File: src/rtl/vm_pkg.sv
// Shared types and helpers for the multi-item vending controller.
package vm_pkg;

  typedef enum logic [1:0] {
    ACCEPT,
    VEND,
    CHANGE
  } state_e;

  localparam logic [1:0] COIN_NONE = 2'b00;
  localparam logic [1:0] COIN_1    = 2'b01;
  localparam logic [1:0] COIN_2    = 2'b10;
  localparam logic [1:0] COIN_3    = 2'b11;

  // Map a coin code onto its value; denominations come from the instantiating module.
  function automatic int unsigned coin_value(input logic [1:0] code,
                                             input int unsigned v1,
                                             input int unsigned v2,
                                             input int unsigned v3);
    int unsigned v;
    case (code)
      COIN_1:  v = v1;
      COIN_2:  v = v2;
      COIN_3:  v = v3;
      default: v = 0;
    endcase
    return v;
  endfunction

endpackage

File: src/rtl/vm_change_gen.sv
// Greedy change selector: picks the largest coin not exceeding the credit.
// Assumes COIN3_VAL > COIN2_VAL > COIN1_VAL.
module vm_change_gen
  import vm_pkg::*;
#(
  parameter int unsigned CREDIT_W  = 8,
  parameter int unsigned COIN1_VAL = 5,
  parameter int unsigned COIN2_VAL = 10,
  parameter int unsigned COIN3_VAL = 25
) (
  input  logic [CREDIT_W-1:0] credit,
  output logic [1:0]          code,
  output logic [CREDIT_W-1:0] value
);

  // Largest-first coin choice for the current credit.
  always_comb begin
    code  = COIN_NONE;
    value = '0;
    if (credit >= CREDIT_W'(COIN3_VAL)) begin
      code  = COIN_3;
      value = CREDIT_W'(COIN3_VAL);
    end else if (credit >= CREDIT_W'(COIN2_VAL)) begin
      code  = COIN_2;
      value = CREDIT_W'(COIN2_VAL);
    end else if (credit >= CREDIT_W'(COIN1_VAL)) begin
      code  = COIN_1;
      value = CREDIT_W'(COIN1_VAL);
    end
  end

endmodule

File: src/rtl/vending_machine_multi.sv
// Multi-item vending controller: coin crediting with overpay rejection,
// per-item stock, cancel/refund and greedy one-coin-per-cycle change.
module vending_machine_multi
  import vm_pkg::*;
#(
  parameter int unsigned NUM_ITEMS = 4,
  parameter int unsigned CREDIT_W  = 8,
  parameter int unsigned COIN1_VAL = 5,
  parameter int unsigned COIN2_VAL = 10,
  parameter int unsigned COIN3_VAL = 25,
  parameter logic [NUM_ITEMS*CREDIT_W-1:0] PRICES = {8'd40, 8'd25, 8'd20, 8'd15},
  parameter int unsigned MAX_CREDIT = 100,
  parameter int unsigned STOCK_MAX  = 7,
  parameter int unsigned IDX_W      = (NUM_ITEMS > 1) ? $clog2(NUM_ITEMS) : 1
) (
  input  logic                 clock,
  input  logic                 reset,
  input  logic [1:0]           in,
  input  logic                 sel_valid,
  input  logic [IDX_W-1:0]     sel,
  input  logic                 cancel,
  input  logic                 refill,
  input  logic [IDX_W-1:0]     refill_sel,
  output logic                 out,
  output logic [IDX_W-1:0]     out_item,
  output logic [1:0]           change,
  output logic [CREDIT_W-1:0]  credit,
  output logic                 busy,
  output logic                 err,
  output logic [NUM_ITEMS-1:0] sold_out
);

  localparam int unsigned SW       = $clog2(STOCK_MAX + 1);
  localparam bit          IDX_FULL = ((1 << IDX_W) == NUM_ITEMS);

  state_e               state_q, state_d;
  logic [CREDIT_W-1:0]  credit_q, credit_d;
  logic [SW-1:0]        stock_q [NUM_ITEMS];
  logic [SW-1:0]        stock_d [NUM_ITEMS];
  logic                 out_q, out_d;
  logic [IDX_W-1:0]     out_item_q, out_item_d;
  logic [1:0]           change_q, change_d;
  logic                 busy_q, busy_d;
  logic                 err_q, err_d;

  logic [CREDIT_W-1:0]  coin_val;
  logic [CREDIT_W-1:0]  coin_add;
  logic [CREDIT_W:0]    credit_plus_coin;
  logic                 coin_ok;
  logic                 coin_rej;
  logic [CREDIT_W-1:0]  price;
  logic                 sel_in_range;
  logic                 refill_in_range;
  logic [1:0]           gen_code;
  logic [CREDIT_W-1:0]  gen_val;

  vm_change_gen #(
    .CREDIT_W (CREDIT_W),
    .COIN1_VAL(COIN1_VAL),
    .COIN2_VAL(COIN2_VAL),
    .COIN3_VAL(COIN3_VAL)
  ) u_change_gen (
    .credit(credit_q),
    .code  (gen_code),
    .value (gen_val)
  );

  if (IDX_FULL) begin : g_idx_full
    assign sel_in_range    = 1'b1;
    assign refill_in_range = 1'b1;
  end else begin : g_idx_part
    assign sel_in_range    = (32'(sel) < NUM_ITEMS);
    assign refill_in_range = (32'(refill_sel) < NUM_ITEMS);
  end

  assign coin_val         = CREDIT_W'(coin_value(in, COIN1_VAL, COIN2_VAL, COIN3_VAL));
  assign credit_plus_coin = {1'b0, credit_q} + {1'b0, coin_val};
  assign coin_ok          = (in != COIN_NONE) && (credit_plus_coin <= (CREDIT_W+1)'(MAX_CREDIT));
  assign coin_rej         = (in != COIN_NONE) && !coin_ok;
  assign coin_add         = coin_ok ? coin_val : '0;
  assign price            = PRICES[sel*CREDIT_W +: CREDIT_W];

  // Next-state, credit, stock and output-register computation.
  always_comb begin
    state_d    = state_q;
    credit_d   = credit_q;
    stock_d    = stock_q;
    out_d      = 1'b0;
    out_item_d = out_item_q;
    change_d   = COIN_NONE;
    err_d      = 1'b0;

    case (state_q)
      ACCEPT: begin
        // A rejected coin goes straight back on the change output.
        if (coin_rej) change_d = in;
        if (cancel && (credit_q != '0)) begin
          state_d  = CHANGE;
          credit_d = credit_q + coin_add;
        end else if (sel_valid) begin
          // Selection is judged on credit before any same-cycle coin.
          if (!sel_in_range || (stock_q[sel] == '0) || (credit_q < price)) begin
            err_d    = 1'b1;
            credit_d = credit_q + coin_add;
          end else begin
            state_d      = VEND;
            credit_d     = credit_q - price + coin_add;
            out_d        = 1'b1;
            out_item_d   = sel;
            stock_d[sel] = stock_q[sel] - SW'(1);
          end
        end else begin
          credit_d = credit_q + coin_add;
        end
      end
      VEND: begin
        state_d = (credit_q != '0) ? CHANGE : ACCEPT;
      end
      CHANGE: begin
        change_d = gen_code;
        credit_d = credit_q - gen_val;
        if (gen_code == COIN_NONE) credit_d = '0;
        if (credit_d == '0) state_d = ACCEPT;
      end
      default: begin
        state_d  = ACCEPT;
        credit_d = '0;
      end
    endcase

    // Refill overrides a same-cycle vend decrement of the same item.
    if (refill && refill_in_range) stock_d[refill_sel] = SW'(STOCK_MAX);

    busy_d = (state_d != ACCEPT);
  end

  // State, credit, stock and output registers with synchronous active-low reset.
  always_ff @(posedge clock) begin
    if (!reset) begin
      state_q    <= ACCEPT;
      credit_q   <= '0;
      for (int unsigned i = 0; i < NUM_ITEMS; i++) stock_q[i] <= SW'(STOCK_MAX);
      out_q      <= 1'b0;
      out_item_q <= '0;
      change_q   <= COIN_NONE;
      busy_q     <= 1'b0;
      err_q      <= 1'b0;
    end else begin
      state_q    <= state_d;
      credit_q   <= credit_d;
      stock_q    <= stock_d;
      out_q      <= out_d;
      out_item_q <= out_item_d;
      change_q   <= change_d;
      busy_q     <= busy_d;
      err_q      <= err_d;
    end
  end

  // Sold-out flags derived from the stock counters.
  always_comb begin
    sold_out = '0;
    for (int unsigned i = 0; i < NUM_ITEMS; i++) sold_out[i] = (stock_q[i] == '0);
  end

  assign out      = out_q;
  assign out_item = out_item_q;
  assign change   = change_q;
  assign credit   = credit_q;
  assign busy     = busy_q;
  assign err      = err_q;

  // Legal prices keep every residual credit a multiple of the smallest coin.
  a_change_residual : assert property (@(posedge clock) disable iff (!reset)
    (state_q == CHANGE) |-> (credit_q >= CREDIT_W'(COIN1_VAL)));

endmodule

File: config.mk
export PLATFORM = sky130hd
export DESIGN_NAME = vending_machine_multi
export DESIGN_NICKNAME = d
export VERILOG_FILES = /design/src/rtl/vm_pkg.sv /design/src/rtl/vm_change_gen.sv /design/src/rtl/vending_machine_multi.sv
export SDC_FILE = /design/constraint.sdc
export NUM_CORES = 1
export LEC_CHECK = 0
export CAP_MARGIN = 15
export CORE_ASPECT_RATIO = 1.2
export CORE_MARGIN = 5
export CORE_UTILIZATION = 50
export CTS_BUF_LIST = sky130_fd_sc_hd__clkbuf_16
export CTS_CLUSTER_SIZE = 12
export DETAILED_ROUTE_END_ITERATION = 8
export GPL_TIMING_DRIVEN = 0
export HOLD_SLACK_MARGIN = 0.15
export PLACE_DENSITY = 0.75
export SYNTH_ARGS = -nofsm -noshare
export SYNTH_HDL_FRONTEND = slang
export SYNTH_SLANG_ARGS = --single-unit
File: constraint.sdc
create_clock -name clock -period 11 [get_ports clock]
set_input_delay 1.65 -clock clock [delete_from_list [all_inputs] [get_ports clock]]
set_output_delay 1.65 -clock clock [all_outputs]
set_load 0.01 [all_outputs]
==> flow_summary.rst, run 1 <==
.. list-table::
   :header-rows: 1

   * - Metric
     - Value
   * - Number of global-route vias before repair
     - 2828
   * - Syn nets
     - 406
   * - Post-placement cell count
     - 458
   * - Hold bufs inserted after CTS
     - 0
   * - Via count
     - 2837
   * - Dpl hpwl
     - 6138 um
   * - Post-route ant nets
     - 0
   * - Top delay family on crit path
     - compound AO/OA/AOI/OAI gates
   * - DR WL/cell
     - 16.91 um
   * - Sum of buffers and inverters on the critical path
     - 3
   * - Initial DRC Count
     - 244
   * - Placeable core region
     - 5668 um2
   * - Worst hold path stage count
     - 2
   * - Antenna violations before repair
     - 0
   * - Overall die width
     - 79.80 um
   * - Total number of clock tree sinks
     - 29
   * - Worst R2R Setup Slack
     - 6290 ps
   * - Portion of total power attributed to the clock network
     - 14.5%
   * - Beginning of the worst hold path
     - out_item[0]
   * - Top cell types by occurrence after synthesis
     - sky130_fd_sc_hd__ha_1, sky130_fd_sc_hd__nor2_1, sky130_fd_sc_hd__dfxtp_1
   * - Number of detailed-routing iterations run before antenna repair
     - 5
   * - Final Setup Violations
     - 0
   * - Die footprint
     - 7481 um2
   * - Layout cells sized above 1
     - 5.699%
   * - Setup crit end kind
     - flop
   * - Number of buffers between clock root and the deepest sink
     - 2
   * - Port Buffers
     - 28
   * - Internal power
     - 0.4626 mW
   * - Hold worst-path end
     - out_item[0]
   * - Number of hold violations in the final report
     - 0
   * - Slowest library cell on the worst path
     - sky130_fd_sc_hd__clkdlybuf4s50_1
   * - Number of I/O pins
     - 30
   * - Number of enable-type register cells in the synthesized netlist
     - 0
   * - Comb pwr share
     - 67.1%
   * - Post-synth top flop
     - sky130_fd_sc_hd__dfxtp_1
   * - Most area-consuming cells after synthesis
     - sky130_fd_sc_hd__dfxtp_1, sky130_fd_sc_hd__ha_1, sky130_fd_sc_hd__fa_1
   * - Lkg Pwr
     - 1.574 nW
   * - Fraction of the cycle the final worst path needs
     - 58.21%
   * - Post-placement setup slack
     - 4341 ps
   * - Vias per cell
     - 6.088
   * - Max_slew headroom
     - 49.33%
   * - Number of buffers added by the clock tree synthesis step
     - 5
   * - Final critical-path required period
     - 6403 ps
   * - DRC viols
     - 0
   * - RD Place Congestion
     - 0.8952
   * - Setup_tns
     - 0 ps
   * - Master cell of the clock root buffer
     - sky130_fd_sc_hd__clkbuf_16
   * - Number of standard-cell rows in the floorplan
     - 30
   * - Post-Syn Area
     - 2923 um2
   * - Fin nets
     - 441
   * - Wire length of the first global-routing pass
     - 13190 um
   * - Drt total wl
     - 7880 um
   * - R2R Path Start
     - credit[2]
   * - Worst clock skew on the final layout
     - 5.487 ps
   * - Max Clock Freq
     - 156.2 MHz
   * - Maximum vdd drop
     - 0.1204 mV
   * - Warnings from Yosys
     - 0
   * - Filler Cells Inserted
     - 503
   * - Delay of the slowest cell on the worst path
     - 540 ps
   * - Clk Latency, worst-skew pair
     - 270 ps
   * - Number of register bits inferred by synthesis
     - 29
   * - Final setup margin
     - 4597 ps
   * - Total power density per cell area
     - 253.9 nW/um2
   * - Critical path, cell by cell
     - clkdlybuf4s50_1 -> inv_1 -> nor2_1 -> ha_1 -> a211oi_1 -> o21ai_0 -> o21ai_0 -> xor2_1 -> o211ai_1 -> nand2b_1 -> fa_1 -> inv_1 -> fa_1 -> a21o_1 -> a311o_1 -> a21oi_1 -> xnor2_1 -> mux2i_1 -> o22ai_1
   * - Post-route standard cell area excluding fillers
     - 3442 um2
   * - Transition time at the pin with the least slew margin
     - 756.7 ps
   * - Fraction of the yosys area taken by sequential cells
     - 19.86%
   * - Clock H-tree levels
     - 2
   * - GRT Overall Usage
     - 22.10%
   * - Post-CTS setup-driven buffer insertion count
     - 0
   * - Remaining global-route overflow
     - 0
   * - Synth area leader
     - sky130_fd_sc_hd__dfxtp_1
   * - Number of different library cells in the post-synthesis netlist
     - 62
   * - Final cell count without fillers
     - 466
   * - Most repeated cell in the gate-level netlist after synthesis
     - sky130_fd_sc_hd__ha_1
   * - Async SR Flop Fraction
     - 0%
   * - Number of max-slew violations in the final report
     - 0
   * - TritonCTS clock tree
     - built
   * - Worst flop-to-flop path endpoint
     - credit[6]
   * - Die Height
     - 93.76 um
   * - End-of-flow core utilization
     - 60.73%
   * - Fraction of synthesized cell area taken by the top area cell type
     - 19.86%
   * - Area Growth Syn to Fin
     - 17.77%
   * - Required time reported for the critical path endpoint
     - 11190 ps
   * - Switching pwr
     - 0.4112 mW
   * - Largest net degree at the start of global routing
     - 13
   * - Startpoint Class
     - input port
   * - Depth of the most critical reg-to-reg path
     - 16
   * - Crit path max fanout
     - 9
   * - PostCTS Resize Cnt
     - 0
   * - Synth Instances
     - 350
   * - WP data arrival
     - 6600 ps
   * - Number of diodes
     - 0
   * - Average size of a mapped cell
     - 8.351 um2
   * - RSZ-0062 raised after global routing
     - false
   * - Min-delay worst type
     - reg2reg
   * - Portion of total power attributed to sequential cells
     - 18.4%
   * - Clock transition time at the flip-flop clock pins of the worst setup and hold paths
     - 50 ps
   * - Dpl cell area
     - 3303 um2
   * - Initial core utilization
     - 51.57%
   * - Net Sw Frac
     - 47.05%
   * - Class of the most critical setup path
     - in2reg
   * - Outcome
     - complete, no violations
   * - Maxcap violations
     - 0
[cells by family (layout without fill, tap and decap cells)]
family,count (synthesis),after routing,share of synthesized area [%]
mux,11,11,4.837
flops,29,29,19.86
buf+inv,38,74,4.923
fa+ha+maj,46,46,21.66
simple gates,108,108,18.19
compound gates,103,103,26.03
xor+xnor,15,15,4.495
[state kept, by name, indices dropped and copies added, names as in the netlist]
register / flops
out: 1
stock_q: 12
change: 2
credit: 8
out_item: 2
state_q: 2
err: 1
busy: 1
[area by class of cell]
cell class | count | area [um2] | area share, %
Clock buffer | 5 | 125.1 | 3.635
Tap cell | 80 | 100.1 | 2.908
Multi-Input combinational cell | 283 | 2198 | 63.87
Clock inverter | 3 | 13.76 | 0.3999
Buffer | 9 | 35.03 | 1.018
Inverter | 29 | 108.9 | 3.162
Timing Repair Buffer | 28 | 280.3 | 8.143
Sequential cell | 29 | 580.6 | 16.87
[power groups by stage]
stage / logic, mW / registers, mW / clock network (mW)
floorplan: 0.424 / 0.157 / 0
finish: 0.586 / 0.161 / 0.127
detailed placement: 0.575 / 0.162 / 0
global route: 0.651 / 0.164 / 0.133
global placement: 0.563 / 0.161 / 0
CTS: 0.581 / 0.160 / 0.128
[worst max-delay path by stage]
stage | startpoint | to | depth (start not counted)
3_3_place_gp | in[1] | credit[6] | 19
2_1_floorplan | in[1] | credit[6] | 18
3_5_place_dp | in[1] | credit[6] | 19
4_1_cts | in[1] | credit[6] | 19
5_1_grt | in[1] | credit[6] | 19
6_report | in[1] | credit[6] | 19
[metal layers]
metal | routed length, um | vias up | share of wire (%) | global-route usage (%)
li1 | - | 1374 | - | -
met2 | 3980 | 117 | 51 | 39.97
met5 | 0 | - | 0 | 0
met1 | 3248 | 1322 | 41 | 26.31
met4 | 217 | 0 | 2.8 | 6.761
met3 | 434 | 24 | 5.5 | 3.839
[worst reg2reg max path, stage by stage, from the launching register on]
cell,delay (ps)
sky130_fd_sc_hd__dfxtp_1,670
sky130_fd_sc_hd__ha_1,390
sky130_fd_sc_hd__o21ai_0,240
sky130_fd_sc_hd__o21ai_0,150
sky130_fd_sc_hd__o21ai_0,130
sky130_fd_sc_hd__xor2_1,170
sky130_fd_sc_hd__o211ai_1,330
sky130_fd_sc_hd__nand2b_1,320
sky130_fd_sc_hd__fa_1,530
sky130_fd_sc_hd__inv_1,70
sky130_fd_sc_hd__fa_1,450
sky130_fd_sc_hd__a21o_1,210
sky130_fd_sc_hd__a311o_1,360
sky130_fd_sc_hd__a21oi_1,210
sky130_fd_sc_hd__xnor2_1,150
sky130_fd_sc_hd__mux2i_1,100
sky130_fd_sc_hd__o22ai_1,160
[cells in the final DEF (no fill, tap or decap), types with 2 or more instances in the layout]
cell type,n
sky130_fd_sc_hd__o21ai_0,15
sky130_fd_sc_hd__ha_1,37
sky130_fd_sc_hd__o221ai_1,2
sky130_fd_sc_hd__a211oi_1,4
sky130_fd_sc_hd__nor2b_1,4
sky130_fd_sc_hd__clkdlybuf4s50_1,28
sky130_fd_sc_hd__xnor2_1,7
sky130_fd_sc_hd__and3_1,2
sky130_fd_sc_hd__clkinv_2,2
sky130_fd_sc_hd__mux2i_1,7
sky130_fd_sc_hd__a21o_1,10
sky130_fd_sc_hd__or2_2,4
sky130_fd_sc_hd__a22oi_1,3
sky130_fd_sc_hd__nand3_1,10
sky130_fd_sc_hd__a21oi_1,15
sky130_fd_sc_hd__o211ai_1,20
sky130_fd_sc_hd__xor2_1,8
sky130_fd_sc_hd__nor2_1,30
sky130_fd_sc_hd__clkbuf_16,5
sky130_fd_sc_hd__nand2b_1,3
sky130_fd_sc_hd__a32o_1,2
sky130_fd_sc_hd__a31oi_1,5
sky130_fd_sc_hd__fa_1,8
sky130_fd_sc_hd__nor4_1,3
sky130_fd_sc_hd__mux4_2,2
sky130_fd_sc_hd__a311o_1,2
sky130_fd_sc_hd__and2_1,3
sky130_fd_sc_hd__o31a_1,3
sky130_fd_sc_hd__nand2_1,28
sky130_fd_sc_hd__inv_1,29
sky130_fd_sc_hd__dfxtp_1,29
sky130_fd_sc_hd__nor3_1,10
sky130_fd_sc_hd__o2111ai_1,2
sky130_fd_sc_hd__o21a_1,6
sky130_fd_sc_hd__clkbuf_1,6
sky130_fd_sc_hd__buf_1,2
sky130_fd_sc_hd__nand4_1,2
[through the flow]
| stage | power (mW) | hold slack (ps) |
|---|---|---|
| 5_1_grt | 0.9475 | 524.3 |
| 6_report | 0.8738 | 496.8 |
| 3_5_place_dp | 0.7368 | 499.0 |
| 2_1_floorplan | 0.5811 | 471.0 |
| 4_1_cts | 0.8689 | 510.0 |
| 3_3_place_gp | 0.7244 | 484.8 |
No activity file was read; power rests on OpenSTA's default activity.
==> run 2: changes to the inputs <==
clock period = 6.5 ns   (was 11 ns; I/O delays follow)
==> results of run 2 <==
Same layout as run 1 (identical final DEF). Status: complete, no violations.
Among the figures that moved: setup slack after placement 4341 ps -> 516.2 ps; setup slack after layout 4597 ps -> 771.9 ps; register-to-register setup slack 6290 ps -> 1790 ps; total power 0.8738 mW -> 1.479 mW; worst IR drop on VDD 0.1204 mV -> 0.2037 mV
==> run 3: changes to the inputs <==
CORE_UTILIZATION = 55   (was 50)
PLACE_DENSITY = 0.81   (was 0.75)
==> flow_summary.rst, run 3 (synthesis results as in run 1) <==
.. list-table::
   :header-rows: 1

   * - Metric
     - Value
   * - Number of standard-cell rows in the floorplan
     - 29 (-3.3%)
   * - Depth of the most critical reg-to-reg path
     - 17 (+1)
   * - Clock transition time at the flip-flop clock pins of the worst setup and hold paths
     - 50 ps (about the same)
   * - Leading cell types in the layout, fill and taps excluded
     - sky130_fd_sc_hd__ha_1, sky130_fd_sc_hd__inv_1, sky130_fd_sc_hd__nor2_1
   * - RSZ-0062 raised after global routing
     - false
   * - Overall die width
     - 76.55 um (-4.1%)
   * - Fin nets
     - 441 (unchanged)
   * - Dpl hpwl
     - 6035 um (-1.7%)
   * - Fraction of the cycle the final worst path needs
     - 86.24%
   * - Max_slew headroom
     - 50.13% (+0.80 points)
   * - Outcome
     - complete, no violations
   * - Total power density per cell area
     - 431.3 nW/um2
   * - Worst clock skew on the final layout
     - 6.152 ps (+0.6655 ps)
   * - DRC viols
     - 0 (unchanged)
   * - Maxcap violations
     - 0 (unchanged)
   * - DR WL/cell
     - 16.90 um (about the same)
   * - Master cell of the clock root buffer
     - sky130_fd_sc_hd__clkbuf_16
   * - Final Setup Violations
     - 0 (unchanged)
   * - Required time reported for the critical path endpoint
     - 6640 ps
   * - Crit path max fanout
     - 9 (unchanged)
   * - Leading cell type in the layout, fill and taps excluded
     - sky130_fd_sc_hd__ha_1
   * - Remaining global-route overflow
     - 0 (unchanged)
   * - Class of the most critical setup path
     - in2reg
   * - Die Height
     - 89.86 um (-4.2%)
   * - Reg with most FFs
     - stock_q
   * - Startpoint Class
     - input port
   * - Wire length of the first global-routing pass
     - 12810 um (-2.9%)
   * - Number of buffers between clock root and the deepest sink
     - 2 (unchanged)
   * - Layout cells sized above 1
     - 5.181% (-0.52 points)
   * - Placeable core region
     - 5225 um2 (-7.8%)
   * - Lkg Pwr
     - 1.576 nW (+0.18%)
   * - Total number of clock tree sinks
     - 29 (unchanged)
   * - Maximum vdd drop
     - 0.2065 mV
   * - Port Buffers
     - 28 (unchanged)
   * - Post-CTS setup-driven buffer insertion count
     - 0 (unchanged)
   * - GRT Overall Usage
     - 22.28% (+0.18 points)
   * - Post-route ant nets
     - 0 (unchanged)
   * - Hold bufs inserted after CTS
     - 0 (unchanged)
   * - Via count
     - 2783 (-1.9%)
   * - Clock H-tree levels
     - 2 (unchanged)
   * - Number of hold violations in the final report
     - 0 (unchanged)
   * - Setup crit end kind
     - flop
   * - Antenna violations before repair
     - 0 (unchanged)
   * - Number of diodes
     - 0 (unchanged)
   * - Transition time at the pin with the least slew margin
     - 744.8 ps (-11.87 ps)
   * - Largest net degree at the start of global routing
     - 13 (unchanged)
   * - TritonCTS clock tree
     - built
   * - PostCTS Resize Cnt
     - 0 (unchanged)
   * - Worst hold path stage count
     - 2 (unchanged)
   * - Max Clock Freq
     - 178.4 MHz
   * - Final critical-path required period
     - 5606 ps
   * - Number of max-slew violations in the final report
     - 0 (unchanged)
   * - Clk Latency, worst-skew pair
     - 270 ps (about the same)
   * - Drt total wl
     - 7573 um (-3.9%)
   * - Post-route standard cell area excluding fillers
     - 3417 um2 (-0.73%)
   * - Die footprint
     - 6878 um2 (-8.1%)
   * - Setup_tns
     - 0 ps (unchanged)
   * - Number of detailed-routing iterations run before antenna repair
     - 4 (-1)
   * - Number of buffers added by the clock tree synthesis step
     - 5 (unchanged)
   * - Area Growth Syn to Fin
     - 16.91%
   * - Flip-flop count of the largest register after layout
     - 12 (unchanged)
   * - RD Place Congestion
     - 0.9112 (+1.8%)
   * - Number of I/O pins
     - 30 (unchanged)
   * - Vias per cell
     - 6.212 (+2.0%)
   * - Initial core utilization
     - 55.94% (+4.4 points)
   * - Min-delay worst type
     - reg2reg
   * - Number of global-route vias before repair
     - 2820 (-0.28%)
   * - Dpl cell area
     - 3281 um2 (-0.68%)
   * - WP data arrival
     - 5740 ps
   * - Initial DRC Count
     - 282 (+16%)
[run 3: changes by cell type in the layout (fill, tap and decap cells not counted), sizes merged]
cell,before,now
inv,29,31
clkinv,3,1
[run 3: stage by stage]
| step | power, mW | util (%) | setup slack (ps) | cells | hold WS [ps] |
|---|---|---|---|---|---|
| detailed placement | 1.241 | 62.79 | 595.3 | 440 | 488.3 |
| global route | 1.590 | 65.40 | 416.0 | 448 | 530.8 |
| floorplan | 0.9835 | - | 1762 | 350 | 471.0 |
| global placement | 1.217 | 62.79 | 670.3 | 440 | 488.9 |
| CTS | 1.461 | 65.40 | 871.9 | 448 | 499.1 |
| finish | 1.474 | 65.40 | 894.4 | 448 | 495.6 |
[run 3: final timing paths]
check                                 start     endpoint  slack [ps]
worst max-delay path                  in[1]    credit[6]         890
worst min-delay path            out_item[0]  out_item[0]         500
worst max register to register    credit[0]    credit[6]        1810
worst min register to register  out_item[0]  out_item[0]         500
[run 3: layer usage]
layer  vias to the layer above  routed length (um)  track usage (%)  part of all wire, %
li1                       1371                   -                -                    -
met1                      1294                3181            27.15                   42
met2                        87                3701            38.21                   49
met3                        31                 353            2.600                  4.7
met4                         0                 336            11.22                  4.4
met5                         -                   0                0                    0
[run 3: layout make-up]
cell class / count / area, um2
Clock inverter: 3 / 11.26
Clock buffer: 5 / 125.1
Tap cell: 62 / 77.57
Sequential cell: 29 / 580.6
Buffer: 9 / 35.03
Inverter: 29 / 108.9
Timing Repair Buffer: 28 / 280.3
Fill cell: 468 / 1808
Multi-Input combinational cell: 283 / 2198
[run 3: critical path, stage by stage]
cell	delay (ps)
sky130_fd_sc_hd__clkdlybuf4s50_1	520
sky130_fd_sc_hd__inv_1	140
sky130_fd_sc_hd__nor2_1	250
sky130_fd_sc_hd__ha_1	290
sky130_fd_sc_hd__a211oi_1	280
sky130_fd_sc_hd__o21ai_0	160
sky130_fd_sc_hd__o21ai_0	120
sky130_fd_sc_hd__xor2_1	180
sky130_fd_sc_hd__o211ai_1	330
sky130_fd_sc_hd__nand2b_1	340
sky130_fd_sc_hd__fa_1	530
sky130_fd_sc_hd__inv_1	70
sky130_fd_sc_hd__fa_1	450
sky130_fd_sc_hd__a21o_1	210
sky130_fd_sc_hd__a311o_1	350
sky130_fd_sc_hd__a21oi_1	190
sky130_fd_sc_hd__xnor2_1	90
sky130_fd_sc_hd__mux2i_1	160
sky130_fd_sc_hd__o22ai_1	110
[run 3: power by group]
group | total [mW] | internal (mW) | switching [mW]
Clock | 0.212 | 0.137 | 0.0752
Combinational | 0.991 | 0.431 | 0.561
Sequential | 0.270 | 0.214 | 0.0561
